File: src/rtl/assoc_search_pkg.sv
// Shared types and width helpers for the associative-memory search stage.
package assoc_search_pkg;

   typedef enum logic [1:0] {
      IDLE  = 2'd0,
      RUN   = 2'd1,
      DRAIN = 2'd2,
      DONE  = 2'd3
   } search_state_e;

   localparam int unsigned HV_DIM_DEFAULT    = 512;
   localparam int unsigned NUM_CLASS_DEFAULT = 32;

   // Bits needed to hold any value 0..max_val.
   function automatic int unsigned count_width(input int unsigned max_val);
      return (max_val < 2) ? 1 : $clog2(max_val + 1);
   endfunction

   // Bits needed to address num_entries locations.
   function automatic int unsigned addr_width(input int unsigned num_entries);
      return (num_entries < 2) ? 1 : $clog2(num_entries);
   endfunction

endpackage

File: src/rtl/hv_popcount.sv
// Combinational popcount built as a recursive balanced adder tree; output is
// wide enough for the full count of HVDimension bits.
module hv_popcount
   import assoc_search_pkg::*;
#(
   parameter int unsigned HVDimension = HV_DIM_DEFAULT,
   parameter int unsigned DistWidth   = count_width(HVDimension)
) (
   input  logic [HVDimension-1:0] data_i,
   output logic [DistWidth-1:0]   count_o
);

   if (HVDimension == 1) begin : g_leaf
      assign count_o = DistWidth'(data_i);
   end else begin : g_split
      localparam int unsigned LoW     = HVDimension / 2;
      localparam int unsigned HiW     = HVDimension - LoW;
      localparam int unsigned LoDistW = count_width(LoW);
      localparam int unsigned HiDistW = count_width(HiW);

      logic [LoDistW-1:0] lo_cnt;
      logic [HiDistW-1:0] hi_cnt;

      hv_popcount #(.HVDimension(LoW), .DistWidth(LoDistW)) u_lo (
         .data_i  (data_i[LoW-1:0]),
         .count_o (lo_cnt)
      );

      hv_popcount #(.HVDimension(HiW), .DistWidth(HiDistW)) u_hi (
         .data_i  (data_i[HVDimension-1:LoW]),
         .count_o (hi_cnt)
      );

      assign count_o = DistWidth'(lo_cnt) + DistWidth'(hi_cnt);
   end

endmodule

File: src/rtl/assoc_mem_search.sv
// Nearest-class search: streams class HVs, tracks minimum Hamming distance.
// Optional macro ASSOC_SEARCH_PIPE_EN adds a register between popcount and compare.
//
// state | meaning
// IDLE  | waiting for start, start_ready_o high
// RUN   | issuing one class-memory read per cycle
// DRAIN | consuming the last read data (two cycles when pipelined)
// DONE  | result valid, waiting for result_ready_i
module assoc_mem_search
   import assoc_search_pkg::*;
#(
   parameter int unsigned HVDimension    = HV_DIM_DEFAULT,
   parameter int unsigned NumClass       = NUM_CLASS_DEFAULT,
   parameter int unsigned ClassAddrWidth = addr_width(NumClass),
   parameter int unsigned NumClassWidth  = count_width(NumClass),
   parameter int unsigned DistWidth      = count_width(HVDimension)
) (
   input  logic                      clk_i,
   input  logic                      rst_i,
   input  logic [HVDimension-1:0]    query_i,
   input  logic [NumClassWidth-1:0]  num_classes_i,
   input  logic                      start_valid_i,
   output logic                      start_ready_o,
   output logic                      am_rd_en_o,
   output logic [ClassAddrWidth-1:0] am_addr_o,
   input  logic [HVDimension-1:0]    am_rd_data_i,
   output logic [ClassAddrWidth-1:0] predict_o,
   output logic [DistWidth-1:0]      hamming_dist_o,
   output logic                      result_valid_o,
   input  logic                      result_ready_i,
   output logic                      busy_o
);

   localparam logic [NumClassWidth-1:0] NumClassVal = NumClassWidth'(NumClass);
   localparam logic [DistWidth-1:0]     MaxDist     = DistWidth'(HVDimension);

   search_state_e state_q, state_d;

   logic [HVDimension-1:0]    query_q, query_d;
   logic [ClassAddrWidth-1:0] addr_q, addr_d;
   logic [ClassAddrWidth-1:0] last_q, last_d;
   logic                      rd_vld_q;
   logic [ClassAddrWidth-1:0] rd_idx_q;
   logic [DistWidth-1:0]      best_dist_q, best_dist_d;
   logic [ClassAddrWidth-1:0] best_idx_q, best_idx_d;

   logic                      start_fire;
   logic [NumClassWidth-1:0]  num_clamped;
   logic [DistWidth-1:0]      cur_dist;
   logic                      cmp_vld;
   logic [DistWidth-1:0]      cmp_dist;
   logic [ClassAddrWidth-1:0] cmp_idx;
   logic                      drain_last;

   assign num_clamped = (num_classes_i > NumClassVal) ? NumClassVal : num_classes_i;

   hv_popcount #(.HVDimension(HVDimension), .DistWidth(DistWidth)) u_popcount (
      .data_i  (am_rd_data_i ^ query_q),
      .count_o (cur_dist)
   );

`ifdef ASSOC_SEARCH_PIPE_EN
   logic                      pipe_vld_q;
   logic [DistWidth-1:0]      pipe_dist_q;
   logic [ClassAddrWidth-1:0] pipe_idx_q;
   logic                      drain_cnt_q;

   always_ff @(posedge clk_i) begin
      if (rst_i) begin
         pipe_vld_q  <= 1'b0;
         pipe_dist_q <= '0;
         pipe_idx_q  <= '0;
         drain_cnt_q <= 1'b0;
      end else begin
         pipe_vld_q  <= rd_vld_q;
         pipe_dist_q <= cur_dist;
         pipe_idx_q  <= rd_idx_q;
         drain_cnt_q <= (state_q == DRAIN) && !drain_cnt_q;
      end
   end

   assign cmp_vld    = pipe_vld_q;
   assign cmp_dist   = pipe_dist_q;
   assign cmp_idx    = pipe_idx_q;
   assign drain_last = drain_cnt_q;
`else
   assign cmp_vld    = rd_vld_q;
   assign cmp_dist   = cur_dist;
   assign cmp_idx    = rd_idx_q;
   assign drain_last = 1'b1;
`endif

   always_comb begin
      state_d        = state_q;
      start_ready_o  = 1'b0;
      start_fire     = 1'b0;
      am_rd_en_o     = 1'b0;
      am_addr_o      = '0;
      result_valid_o = 1'b0;
      busy_o         = 1'b0;
      unique case (state_q)
         IDLE: begin
            start_ready_o = 1'b1;
            if (start_valid_i) begin
               start_fire = 1'b1;
               state_d    = (num_clamped == '0) ? DONE : RUN;
            end
         end
         RUN: begin
            busy_o     = 1'b1;
            am_rd_en_o = 1'b1;
            am_addr_o  = addr_q;
            if (addr_q == last_q) state_d = DRAIN;
         end
         DRAIN: begin
            busy_o = 1'b1;
            if (drain_last) state_d = DONE;
         end
         DONE: begin
            busy_o         = 1'b1;
            result_valid_o = 1'b1;
            if (result_ready_i) state_d = IDLE;
         end
         default: state_d = IDLE;
      endcase
   end

   always_comb begin
      query_d     = query_q;
      addr_d      = addr_q;
      last_d      = last_q;
      best_dist_d = best_dist_q;
      best_idx_d  = best_idx_q;
      if (start_fire) begin
         query_d     = query_i;
         addr_d      = '0;
         last_d      = ClassAddrWidth'(num_clamped - NumClassWidth'(1));
         best_dist_d = MaxDist;
         best_idx_d  = '0;
      end else begin
         // Counter parks on the last address so it can never wrap.
         if (am_rd_en_o && (addr_q != last_q)) addr_d = addr_q + ClassAddrWidth'(1);
         // Strict compare: on a tie the earlier (lower) index is kept.
         if (cmp_vld && (cmp_dist < best_dist_q)) begin
            best_dist_d = cmp_dist;
            best_idx_d  = cmp_idx;
         end
      end
   end

   always_ff @(posedge clk_i) begin
      if (rst_i) begin
         state_q     <= IDLE;
         query_q     <= '0;
         addr_q      <= '0;
         last_q      <= '0;
         rd_vld_q    <= 1'b0;
         rd_idx_q    <= '0;
         best_dist_q <= '0;
         best_idx_q  <= '0;
      end else begin
         state_q     <= state_d;
         query_q     <= query_d;
         addr_q      <= addr_d;
         last_q      <= last_d;
         rd_vld_q    <= am_rd_en_o;
         rd_idx_q    <= am_addr_o;
         best_dist_q <= best_dist_d;
         best_idx_q  <= best_idx_d;
      end
   end

   assign predict_o      = best_idx_q;
   assign hamming_dist_o = best_dist_q;

endmodule

File: config.mk
export PLATFORM = sky130hd
export DESIGN_NAME = assoc_mem_search
export DESIGN_NICKNAME = d
export VERILOG_FILES = /design/src/rtl/assoc_search_pkg.sv /design/src/rtl/hv_popcount.sv /design/src/rtl/assoc_mem_search.sv
export SDC_FILE = /design/constraint.sdc
export NUM_CORES = 2
export LEC_CHECK = 0
export ABC_AREA = 1
export BUFFER_PORTS_ARGS = -buffer_cell sky130_fd_sc_hd__buf_2
export CORE_AREA = 2 2 408 410
export CTS_CLUSTER_SIZE = 30
export DETAILED_ROUTE_END_ITERATION = 7
export DIE_AREA = 0 0 410 412
export PLACE_DENSITY = 0.51
export REMOVE_ABC_BUFFERS = 1
export SLEW_MARGIN = 30
export SYNTH_ARGS = -nofsm -noshare
export SYNTH_HDL_FRONTEND = slang
export SYNTH_HIERARCHICAL = 1
export SYNTH_SLANG_ARGS = --single-unit
File: constraint.sdc
create_clock -name clk_i -period 27.8 [get_ports clk_i]
set_input_delay 5.56 -clock clk_i [delete_from_list [all_inputs] [get_ports clk_i]]
set_output_delay 5.56 -clock clk_i [all_outputs]
set_load 0.005 [all_outputs]
==> run_results.csv <==
group,metric,value,unit
logic_synthesis,synth_top_area_share,20.1,%
finish,fill_cells,17600,
logic_synthesis,synth_seq_cells,545,
clock_network,clk_latency,680,ps
timing,finalClockSkew,16.6,ps
grt,met2_usage,32.9,%
floorplanning,die_area,169000,sq um
timing,setup_violations,0,
worst_setup_path,worstPathMaxFanout,25,
worst_setup_path,start_kind,"input port",
logic_synthesis,synth_mux_area_share,0,%
grt,met1_usage,21.7,%
grt,gr-total-overflow,0,
route,drt-pass1-iter-count,5,
clock_network,clk_pin_slew,60,ps
logic_synthesis,yosys-top-cells-area,"ha_1 (20%), dfxtp_1 (19%), inv_1 (9.6%)",
clock_network,post_cts_resize_count,0,
logic_synthesis,synth_xor_area_share,10.5,%
timing,report.final.slew_viol_count,0,
finish,fin_cells,10200,
route,post_drt_wl_per_cell,15.1,microns
floorplanning,num_rows,149,
timing,setup_tns,0,ps
finish,final_cell_mix,"inv_1 (1,435), nor2_1 (1,132), buf_2 (1,057), ha_1 (902), nand2_1 (661)",
logic_synthesis,yosys.area.top_type,"ha_1",
clock_network,cts_root_buffer,"clkbuf_16",
grt,top_usage_layer,"met2",
route,postRouteAntennaNets,0,
logic_synthesis,yosys_warnings,6,
clock_network,cts.sinks,545,
placement,place_inst,10100,
logic_synthesis,synth-compound-area-share,6.44,%
clock_network,post_cts_buffers,0,
timing,fin_crit_sh,48.4,%
timing,tightestPinTransition,989,ps
logic_synthesis,synth_top_family_by_area,"adder cells",
route,drt_iter0_drc,1857,
placement,routabilityCongestion,0.850,
timing,slew-limit-headroom,34.1,%
worst_setup_path,arrival,14010,ps
worst_setup_path,worstSetupPathType,"in2reg",
route,via_per_inst,4.42,
floorplanning,coreArea,164000,sq um
run_status,status,"finished, final reports clean",
floorplanning,die_w,410,microns
logic_synthesis,avgSynthCellArea,7.51,sq um
timing,max_freq,74.3,MHz
worst_setup_path,end_kind,"flop",
finish,synthToLayoutAreaGrowth,10.7,%
worst_setup_path,worst_path_max_delay_cell,"fa_1",
hold_path,hold_path.class,"reg2reg",
worst_setup_path,worst_path_most_repeated_cell,"nand2_1",
finish,final_nets,10100,
logic_synthesis,synth_simple_gate_area_share,16.4,%
floorplanning,io_pins,1058,
logic_synthesis,syn_inst,7479,
floorplanning,start_util,34.2,%
route,drc,0,
grt,antenna_found_initial,37,
finish,final_common_cell,"inv_1",
floorplanning,fp.dieH,412,microns
flow_run,cap_violations,0,
clock_network,h-tree-depth,3,
grt,first_global_vias,45400,
logic_synthesis,synth-adder-area-share,29.2,%
finish,layout-drive-gt1-share,15.4,%
timing,rsz0062_at_grt,"no",
route,routed-via-count,45100,
clock_network,clk_path_buf_depth,3,
clock_network,cts_tree,"built",
timing,setup_ws,14340,ps
worst_setup_path,cpPeakStageDelay,600,ps
logic_synthesis,synthDistinctLibCells,30,
finish,fin_util,37.9,%
logic_synthesis,synth.cell_area,56200,sq um
placement,numPortBuffers,1057,
timing,period_needed,13460,ps
grt,grt_pass1_wl,241000,microns
timing,hold_violations,0,
placement,dp_slack,13620,ps
grt,globalRouteMet3Util,2.54,%
placement,place_hpwl,129000,microns
grt,track_usage,18.0,%
worst_setup_path,worstPathRequired,28350,ps
grt,grt_max_degree,170,
clock_network,cts_made_buffers,70,
clock_network,cts_hold_buffers,0,
route,wl,154000,microns
logic_synthesis,ys_seq_area_share,19.4,%
-- routing by layer --
layer / part of all wire (%) / up-vias
li1: - / 23500
met1: 43 / 20700
met2: 51 / 755
met3: 3.7 / 179
met4: 2.5 / 18
met5: 0.070 / -
-- sequential cells by signal, indices dropped and copies added (netlist names) --
name	count
query_q	512
state_q	2
cmp_vld	1
predict_o	5
cmp_idx	5
addr_q	5
hamming_dist_o	10
last_q	5
-- critical path, delay by kind of cell --
kind            cells  cell delay (ps)
xor+xnor            2              640
compound gates      4              720
fa+ha+maj          11             4310
buf+inv            11              760
simple gates       19             2030
-- path summary, 6_finish.rpt --
check	start	to	slack [ps]	cells past startpoint
setup / recovery	am_rd_data_i[98]	predict_o[2]$_SDFFE_PP0P_	14340	47
setup reg to reg	query_q[64]$_SDFFE_PP0P_	predict_o[2]$_SDFFE_PP0P_	18950	46
hold / removal	predict_o[2]$_SDFFE_PP0P_	predict_o[2]$_SDFFE_PP0P_	450	2
hold reg to reg	predict_o[2]$_SDFFE_PP0P_	predict_o[2]$_SDFFE_PP0P_	450	2
-- cell families (layout without fill, tap and decap cells) --
family,after synthesis,in the layout
flops,545,545
buf+inv,2138,2651
compound gates,722,722
other cells,0,25
xor+xnor,675,675
fa+ha+maj,1157,1157
simple gates,2242,2242
-- area by class of cell --
class | instances | area, sq um | share of cell area, %
Antenna cell | 25 | 62.6 | 0.101
Clock buffer | 103 | 2070 | 3.33
Tap cell | 2189 | 2740 | 4.40
Sequential cell | 545 | 10900 | 17.5
Inverter | 1451 | 5460 | 8.78
Multi-Input combinational cell | 4796 | 35100 | 56.5
Clock inverter | 23 | 368 | 0.591
Timing Repair Buffer | 1074 | 5440 | 8.74
-- cells in the mapped netlist, drive strengths merged --
cell type / n
or2: 10
a31oi: 1
a21oi: 164
nand2: 673
xnor2: 133
fa: 255
clkbuf: 103
buf: 584
nand3: 385
o21ai: 555
dfxtp: 545
o22ai: 1
nand4: 21
clkinv: 12
nand3b: 16
a21boi: 1
xor2: 542
ha: 902
nor3: 2
inv: 1439
nor2: 1135
-- metrics by stage --
stage	area [sq um]	hold WS [ps]
final	62200	448
after global placement	59700	437
after global routing	62200	465
after floorplan	51500	441
after CTS	62100	449
after detailed placement	59700	439
Power is not shown: default switching activity piles up to over one toggle a cycle in this logic, so the estimate is an artifact.
